### src/rtl/arb_pkg.sv
// Shared types and default sizing for the round-robin req/ack arbiter.
package arb_pkg;

    typedef enum logic [1:0] {
        IDLE    = 2'd0,
        REQ     = 2'd1,
        ACK     = 2'd2,
        RELEASE = 2'd3
    } arb_state_t;

    localparam int ARB_N_CLIENTS      = 4;
    localparam int ARB_REQ_DATA_W     = 8;
    localparam int ARB_ACK_DATA_W     = 8;
    localparam int ARB_TIMEOUT_CYCLES = 16;

endpackage

### src/rtl/rr_priority_picker.sv
// Combinational round-robin pick: the first set request bit found scanning
// upward from last_winner+1, wrapping around.
module rr_priority_picker #(
    parameter int N_CLIENTS = 4,
    parameter int ID_WIDTH  = 2
) (
    input  logic [N_CLIENTS-1:0] i_req,
    input  logic [ID_WIDTH-1:0]  i_last,
    output logic                 o_valid,
    output logic [ID_WIDTH-1:0]  o_id
);

    logic [ID_WIDTH-1:0] w_cand;

    // Scan farthest-to-nearest so the client closest after i_last wins.
    always_comb begin
        o_valid = 1'b0;
        o_id    = '0;
        w_cand  = '0;
        for (int k = N_CLIENTS; k >= 1; k--) begin
            w_cand = ID_WIDTH'((int'(i_last) + k) % N_CLIENTS);
            if (i_req[w_cand]) begin
                o_valid = 1'b1;
                o_id    = w_cand;
            end
        end
    end

endmodule

### src/rtl/rr_req_ack_arbiter.sv
// N-client round-robin arbiter in front of one shared req/ack target.
// Optional build macro ARB_TIMEOUT_EN adds a target-ack watchdog that
// completes a stuck transaction with cli_err set.
module rr_req_ack_arbiter
    import arb_pkg::*;
#(
    parameter int N_CLIENTS      = ARB_N_CLIENTS,
    parameter int REQ_DATA_WIDTH = ARB_REQ_DATA_W,
    parameter int ACK_DATA_WIDTH = ARB_ACK_DATA_W,
    parameter int ID_WIDTH       = $clog2(N_CLIENTS),
    parameter int TIMEOUT_CYCLES = ARB_TIMEOUT_CYCLES
) (
    input  logic                                clk,
    input  logic                                rst_n,
    input  logic [N_CLIENTS-1:0]                i_cli_req,
    input  logic [N_CLIENTS*REQ_DATA_WIDTH-1:0] i_cli_data_req,
    output logic [N_CLIENTS-1:0]                o_cli_ack,
    output logic [ACK_DATA_WIDTH-1:0]           o_cli_data_ack,
    output logic                                o_cli_err,
    output logic                                o_tgt_req,
    output logic [ID_WIDTH+REQ_DATA_WIDTH-1:0]  o_tgt_data_req,
    input  logic                                i_tgt_ack,
    input  logic [ACK_DATA_WIDTH-1:0]           i_tgt_data_ack,
    output logic                                o_busy
);

    // Per-client view of the packed payload bus.
    logic [N_CLIENTS-1:0][REQ_DATA_WIDTH-1:0] w_payload;
    assign w_payload = i_cli_data_req;

    arb_state_t                         r_state, w_state_nxt;
    logic [ID_WIDTH-1:0]                r_id, w_id_nxt;
    logic [ID_WIDTH-1:0]                r_last_winner, w_last_nxt;
    logic                               r_tgt_req, w_tgt_req_nxt;
    logic [ID_WIDTH+REQ_DATA_WIDTH-1:0] r_tgt_data_req, w_tgt_data_nxt;
    logic [N_CLIENTS-1:0]               r_cli_ack, w_cli_ack_nxt;
    logic [ACK_DATA_WIDTH-1:0]          r_cli_data_ack, w_cli_data_nxt;
    logic                               r_cli_err, w_cli_err_nxt;

    logic                               w_pick_vld;
    logic [ID_WIDTH-1:0]                w_pick_id;
    logic                               w_tmo_hit;

    rr_priority_picker #(
        .N_CLIENTS (N_CLIENTS),
        .ID_WIDTH  (ID_WIDTH)
    ) u_picker (
        .i_req   (i_cli_req),
        .i_last  (r_last_winner),
        .o_valid (w_pick_vld),
        .o_id    (w_pick_id)
    );

`ifdef ARB_TIMEOUT_EN
    localparam int TMO_W = $clog2(TIMEOUT_CYCLES);

    logic [TMO_W-1:0] r_tmo_cnt;

    // Watchdog: held at zero outside REQ, counts REQ cycles otherwise.
    always_ff @(posedge clk or negedge rst_n) begin
        if (!rst_n)                r_tmo_cnt <= '0;
        else if (r_state != REQ)   r_tmo_cnt <= '0;
        else                       r_tmo_cnt <= r_tmo_cnt + 1'b1;
    end

    // Fires on the TIMEOUT_CYCLES-th REQ cycle; a same-cycle ack takes priority.
    assign w_tmo_hit = (r_state == REQ) && (r_tmo_cnt == TMO_W'(TIMEOUT_CYCLES - 1));
`else
    assign w_tmo_hit = 1'b0;

    // Watchdog absent; the limit is still range-checked so enabling it later is legal.
    if (TIMEOUT_CYCLES < 2) begin : g_bad_timeout_cfg
        $error("TIMEOUT_CYCLES must be >= 2");
    end
`endif

    if (N_CLIENTS < 2) begin : g_bad_clients_cfg
        $error("N_CLIENTS must be >= 2");
    end

    // Next-state and next-output logic; ack/data/err are single-cycle pulses.
    always_comb begin
        w_state_nxt    = r_state;
        w_id_nxt       = r_id;
        w_last_nxt     = r_last_winner;
        w_tgt_req_nxt  = r_tgt_req;
        w_tgt_data_nxt = r_tgt_data_req;
        w_cli_ack_nxt  = '0;
        w_cli_data_nxt = '0;
        w_cli_err_nxt  = 1'b0;
        case (r_state)
            IDLE: begin
                // Hold off while the target still shows a stale ack.
                if (w_pick_vld && !i_tgt_ack) begin
                    w_id_nxt       = w_pick_id;
                    w_tgt_data_nxt = {w_pick_id, w_payload[w_pick_id]};
                    w_tgt_req_nxt  = 1'b1;
                    w_state_nxt    = REQ;
                end
            end
            REQ: begin
                if (i_tgt_ack) begin
                    w_tgt_req_nxt  = 1'b0;
                    w_cli_ack_nxt  = N_CLIENTS'(1) << r_id;
                    w_cli_data_nxt = i_tgt_data_ack;
                    w_last_nxt     = r_id;
                    w_state_nxt    = ACK;
                end else if (w_tmo_hit) begin
                    // Timed-out client still moves the pointer so it cannot
                    // monopolise a dead target.
                    w_tgt_req_nxt  = 1'b0;
                    w_cli_ack_nxt  = N_CLIENTS'(1) << r_id;
                    w_cli_err_nxt  = 1'b1;
                    w_last_nxt     = r_id;
                    w_state_nxt    = ACK;
                end
            end
            ACK: begin
                w_state_nxt = RELEASE;
            end
            RELEASE: begin
                // Winner must drop its request so the same one is not served twice.
                if (!i_cli_req[r_id] && !i_tgt_ack) w_state_nxt = IDLE;
            end
            default: w_state_nxt = IDLE;
        endcase
    end

    // State and registered outputs; reset aborts any transaction silently.
    always_ff @(posedge clk or negedge rst_n) begin
        if (!rst_n) begin
            r_state        <= IDLE;
            r_id           <= '0;
            r_last_winner  <= ID_WIDTH'(N_CLIENTS - 1);
            r_tgt_req      <= 1'b0;
            r_tgt_data_req <= '0;
            r_cli_ack      <= '0;
            r_cli_data_ack <= '0;
            r_cli_err      <= 1'b0;
        end else begin
            r_state        <= w_state_nxt;
            r_id           <= w_id_nxt;
            r_last_winner  <= w_last_nxt;
            r_tgt_req      <= w_tgt_req_nxt;
            r_tgt_data_req <= w_tgt_data_nxt;
            r_cli_ack      <= w_cli_ack_nxt;
            r_cli_data_ack <= w_cli_data_nxt;
            r_cli_err      <= w_cli_err_nxt;
        end
    end

    assign o_cli_ack      = r_cli_ack;
    assign o_cli_data_ack = r_cli_data_ack;
    assign o_cli_err      = r_cli_err;
    assign o_tgt_req      = r_tgt_req;
    assign o_tgt_data_req = r_tgt_data_req;
    assign o_busy         = (r_state != IDLE);

endmodule

### config.mk
export PLATFORM = sky130hd
export DESIGN_NAME = rr_req_ack_arbiter
export DESIGN_NICKNAME = d
export VERILOG_FILES = /design/src/rtl/arb_pkg.sv /design/src/rtl/rr_priority_picker.sv /design/src/rtl/rr_req_ack_arbiter.sv
export SDC_FILE = /design/constraint.sdc
export NUM_CORES = 1
export LEC_CHECK = 0
export CORE_MARGIN = 4
export CORE_UTILIZATION = 36
export CTS_CLUSTER_SIZE = 10
export DETAILED_ROUTE_END_ITERATION = 10
export GPL_TIMING_DRIVEN = 1
export PLACE_DENSITY = 0.75
export SLEW_MARGIN = 20
export SYNTH_ARGS = -nofsm -noshare
export SYNTH_HDL_FRONTEND = slang
export SYNTH_SLANG_ARGS = --single-unit
### constraint.sdc
create_clock -name clk -period 1.85 [get_ports clk]
set_input_delay 0.2775 -clock clk [delete_from_list [all_inputs] [get_ports clk]]
set_output_delay 0.2775 -clock clk [all_outputs]
set_load 0.005 [all_outputs]
Word-level counts from Yosys, hierarchy flattened
Cells that the tools add are included.
- register bits: 29
- bits of input ports: 47
- output and inout bits: 25
- $add $sub $neg: 4
- order comparisons: 6
- equal/unequal tests: 6
- shifts and indexed selects: 1
- mux-type cells: 31
- reduce and logical (&&, ||, !) cells: 11
- operator list (kind ; count):
    8-bit 2-to-1 mux ; 3
    2-bit by 3-bit less-than comparator with 1-bit output (second input constant) ; 6
    8-bit binary-select mux with 2-bit select ; 1
    2-bit 2-to-1 mux ; 7
    1-bit 2-to-1 mux ; 11
    1-bit binary-select mux with 2-bit select ; 5
    4-bit 2-to-1 mux ; 2
    2-bit case mux with 4 select lines ; 1
    2-bit inequality test (second input constant) ; 3
    3-bit AND reduction ; 2
    2-bit by 1-bit adder with 2-bit output (second input constant) ; 2
    2-bit adder (second input constant) ; 2
    2-bit == test (second input constant) ; 2
    2-bit AND reduction ; 2
    2-bit nonzero test ; 2
    1-bit by 2-bit << shifter with 4-bit output (first input constant) ; 1
    2-bit by 1-bit == test with 1-bit output (second input constant) ; 1
    1-bit logical AND ; 2
    1-bit logical NOT ; 2
    2-bit logical NOT ; 1
    1-bit case mux with 2 select lines ; 1

Logic depth before layout (Yosys ltp)
- word-level depth: 10
- gate-level depth with buffers: 7
- gate-level depth less buffers: 7

Modules after synthesis
A second synthesis with hierarchy kept.
- cell total of the unflattened synthesis: 107
- area, all modules: 1380.1 µm²
- modules (own cells, without submodules) (module ; instances ; cells an instance ; area each (µm²) ; sequential area each (µm²)):
    rr_req_ack_arbiter ; 1 ; 93 ; 1288.7 ; 678.2
    rr_priority_picker ; 1 ; 14 ; 91.3 ; 0.0

Worst setup path after synthesis
Ideal clock, no wire load.
- path type: register to register
- from: register r_last_winner[0]
- to: register r_tgt_data_req[7], in the netlist o_tgt_data_req[7]
- arrival: 1.639 ns
- required time: 1.720 ns
- setup slack: 0.081 ns
- cell stages (with the launch flop): 7
- buffers on the path: 1
- period minus slack after synthesis: 1.769 ns
- cell sequence: dfstp_2 > nand2b_1 > a21boi_4 > nor3_4 > buf_8 > mux2i_1 > a211oi_2
- longest elaborated chain between the ends: 9
- elaborated cells between the ends (all ways): 24
- classes of those cells: add/sub: 4; mux: 18; reduce/logical: 2
- ends and longest elaborated chain (what ; line ; source):
    start: declaration ; rr_req_ack_arbiter.sv:33 ; logic [ID_WIDTH-1:0] r_last_winner, w_last_nxt;
    start signal: assignment ; rr_req_ack_arbiter.sv:134 ; r_last_winner <= ID_WIDTH'(N_CLIENTS - 1);
    start signal: assignment ; rr_req_ack_arbiter.sv:143 ; r_last_winner <= w_last_nxt;
    2-bit by 1-bit adder with 2-bit output ; rr_priority_picker.sv:21 ; w_cand = ID_WIDTH'((int'(i_last) + k) % N_CLIENTS);
    1-bit binary-select mux with 2-bit select ; rr_priority_picker.sv:22 ; if (i_req[w_cand]) begin
    1-bit 2-to-1 mux (not written as such) ; rr_priority_picker.sv:22 ;
    2-bit 2-to-1 mux / 1-bit 2-to-1 mux (equally long branches) (4 in series) ; rr_priority_picker.sv:22 ;
    8-bit binary-select mux with 2-bit select / 1-bit logical AND (equally long branches) ; rr_req_ack_arbiter.sv:96, rr_req_ack_arbiter.sv:94 ;
    8-bit 2-to-1 mux (not written as such) / 2-bit AND reduction (equally long branches) ; -- ;
    end signal: assignment ; rr_req_ack_arbiter.sv:145 ; r_tgt_data_req <= w_tgt_data_nxt;
    end: declaration ; rr_req_ack_arbiter.sv:35 ; logic [ID_WIDTH+REQ_DATA_WIDTH-1:0] r_tgt_data_req, w_tgt_data_nxt;
Several ways; a longest one is shown, not always the timed one. The select of a mux whose other input is x is not followed.
A chain may end at the register's enable or synchronous reset.

Worst setup path after layout
- from: input i_cli_req[3]
- to: register r_tgt_data_req[0], in the netlist o_tgt_data_req[0]
- longest elaborated chain between the ends: 8
- elaborated cells between the ends (all ways): 20
- classes of those cells: mux: 18; reduce/logical: 2
- ends and longest elaborated chain (what ; line ; source):
    start: declaration ; rr_req_ack_arbiter.sv:15 ; input logic [N_CLIENTS-1:0] i_cli_req,
    1-bit binary-select mux with 2-bit select ; rr_priority_picker.sv:22 ;
    1-bit 2-to-1 mux (not written as such) ; rr_priority_picker.sv:22 ;
    2-bit 2-to-1 mux / 1-bit 2-to-1 mux (equally long branches) (4 in series) ; rr_priority_picker.sv:22 ;
    8-bit binary-select mux with 2-bit select / 1-bit logical AND (equally long branches) ; rr_req_ack_arbiter.sv:96, rr_req_ack_arbiter.sv:94 ;
    8-bit 2-to-1 mux (not written as such) / 2-bit AND reduction (equally long branches) ; -- ;
Several ways; a longest one is shown, not always the timed one. The select of a mux whose other input is x is not followed.

==> summary.txt <==
Die span in y: 72.3 um
Number of antenna-violating nets in the routed design: 0
Final Skew: 0.00384 ns
Number of endpoints failing setup at the final stage: 0
Global-route wire length before repair: 6.49 mm
EDFF count, synth: 0
Total global routing overflow: 0
Highest fanout seen on the critical path: 9
Number of antenna diodes: 0
Number of nets in the layout: 272
Number of primary I/O pins: 72
Total power density per cell area: 1160 nW/um^2
Total vias in the final route: 1361
Dpl cell area: 2360 um^2
Share of post-route cells with drive strength above 1: 25.9%
Fmax achieved: 547 MHz
Final critical path time including I/O delays and setup: 1.83 ns
Number of standard cells in the layout, taps in and fillers out: 270
Number of clock sinks: 27
Portion of the post-synthesis area used by sequential elements: 45.5%
VDD IR max: 0.485 mV
Worst Path Required: 2.02 ns
Max Root-Sink Buffers: 2
Busiest metal layer after global routing: met2
Cell Count Post-Placement: 263
Fraction of met1 tracks used by global routing: 19.3%
Crit path kind: in -> reg
Final hold violations: 0
Detailed-route DRC error count: 0
Die area: 5230 um^2
Crit share post-route: 98.8%
Met3 usage in global routing: 2.77%
Initial antenna violation count: 0
Routability Congestion: 0.739
Clock transition time at the flip-flop clock pins of the worst setup and hold paths: 0.09 ns
Number of levels the H-tree was split into: 1
Die Wd: 72.3 um
Source-to-sink clock delay at the later pin of the worst-skew pair: 0.26 ns
Post-route cell area: 2490 um^2
Total of flip-flops plus latches after synthesis: 27
Overall Power: 2.90 mW
Final-report max-slew violation count: 0
Violation count after the first detailed-routing iteration: 41
Pre-Repair DR Iteration Count: 4
Via count normalized by instance count: 5.04
Buffers added on ports: 70
Layout area overhead: 67.4%
Crit. End Element: register
Post-synth ARST share: 100%
Outcome: completed
Library cells used by synthesis: 38
Static Leak: 1.06 nW
Synthesized cell area: 1490 um^2
Total clock buffers created by CTS: 3
Data arrival time of the worst path: 1.99 ns
Post-layout util: 62.3%
Placement row count: 23
Placed wire-length estimate after detailed placement: 3.19 mm
Met2 global-route usage: 27.6%
Detail-routed net length per standard cell: 15.1 um
Clock tree from TritonCTS: done
Commonest register cell after synthesis: dfrtp_1
Mapped Cells: 132
Yosys warning count: 0
Path category of the worst min-delay check: in -> async
Number of buffers added to fix hold violations after cts: 0
Routed Wire Length: 4.08 mm
Via count of the first global-routing pass: 1468
CP Launch Type: primary input
Net count after synthesis: 183
Minimum hold slack: 0.390 ns
Largest net degree at the start of global routing: 28
Starting density of the core: 37.2%
Mean Syn Cell Area: 11.3 um^2
Placeable core region: 4000 um^2
Global router's overall resource usage: 15.4%
Max-cap violation count: 0
CTS root buf: clkbuf_8
per-layer routing:
metal  vias to the layer above  wire length (um)
met1                       638              1670
met2                        61              2070
met3                         6               296
met5                         -                 0
met4                         0                47
li1                        656                 -
flip-flops by register name (all words and copies together), names as in the netlist:
name and cells:
r_id 2, r_state 2, o_tgt_data_req 8, o_cli_data_ack 8, o_cli_ack 4, r_last_winner 2
o_tgt_req 1
timing repair:
action,CTS,global route
endpoints found under the hold margin,0,0
endpoints found under the setup margin,9,12
pin swaps,0,1
setup buffers,2,1
resized for setup,2,11
worst max-delay path: stages:
cell and delay, ns:
clkdlybuf4s50_1 0.60, or2b_1 0.29, a21oi_4 0.20, buf_4 0.20, o31a_2 0.14, a211oi_2 0.04, a211oi_1 0.25
cells in the mapped netlist (4+ instances only):
library cell | instances | area (um^2)
o31a_2 | 7 | 70.1
a211oi_1 | 6 | 45.0
dfrtp_1 | 25 | 626
nor3_1 | 4 | 20.0
ha_1 | 4 | 50.1
and3_1 | 8 | 50.1
nor2_1 | 14 | 52.6
inv_1 | 5 | 18.8
o21ai_0 | 4 | 20.0
nand2_1 | 5 | 18.8
mux2i_1 | 9 | 90.1
a211oi_2 | 9 | 113
power breakdown:
group / leakage (nW) / internal (mW) / switching (mW)
Combinational: 0.706 / 0.908 / 0.696
Sequential: 0.332 / 0.809 / 0.152
Clock: 0.0217 / 0.152 / 0.179
through the flow:
stage | TNS [ns] | setup slack, ns
after floorplan | 0 | 0.0810
after global placement | -2.89 | -0.290
after detailed placement | -3.31 | -0.350
after CTS | 0 | 0.000652
after global routing | -0.0473 | -0.0155
final | 0 | 0.0216
path summary, 6_finish.rpt:
check	from	end	slack, ns	cells past startpoint
hold reg to reg	r_last_winner[0]	r_last_winner[0]	0.49	2
setup reg to reg	r_last_winner[0]	o_tgt_data_req[4]	0.12	6
setup / recovery	i_cli_req[3]	o_tgt_data_req[0]	0.02	7
min in group clk	r_last_winner[0]	r_last_winner[0]	0.49	2
max in group asynchronous	rst_n	r_last_winner[1]	1.16	2
hold / removal	rst_n	o_cli_data_ack[6]	0.39	2
layout make-up:
type | count | area (um^2)
tap | 50 | 62.6
fill | 303 | 1510
clock inverter | 1 | 7.51
multi-input combinational | 94 | 806
sequential | 27 | 678
timing repair buffer | 90 | 878
clock buffer | 3 | 41.3
inverter | 5 | 18.8
cells by family after synthesis:
| group | count (synthesis) | synth area share (%) |
|---|---|---|
| AO/OA/AOI/OAI | 33 | 21.3 |
| adder cells (fa/ha/maj) | 4 | 3.36 |
| buffers and inverters | 11 | 4.12 |
| flip-flops | 27 | 45.5 |
| multiplexers | 11 | 8.57 |
| other | 1 | 0.252 |
| AND/OR/NAND/NOR | 45 | 16.8 |
cell usage in the layout, fill, tap and decap left out, drive strengths merged, types with 2 or more instances in the layout:
cell type and n:
clkbuf 3, nor2 14, a21oi 3, and3 8
dfrtp 25, ha 4, a211oi 15, mux2i 9
nand2 6, nor3b 2, buf 20, inv 5
o31a 7, nand2b 3, clkdlybuf4s50 69, o21ai 4
dfstp 2, nor3 6
Note: power is estimated with default switching activity, not from simulation.
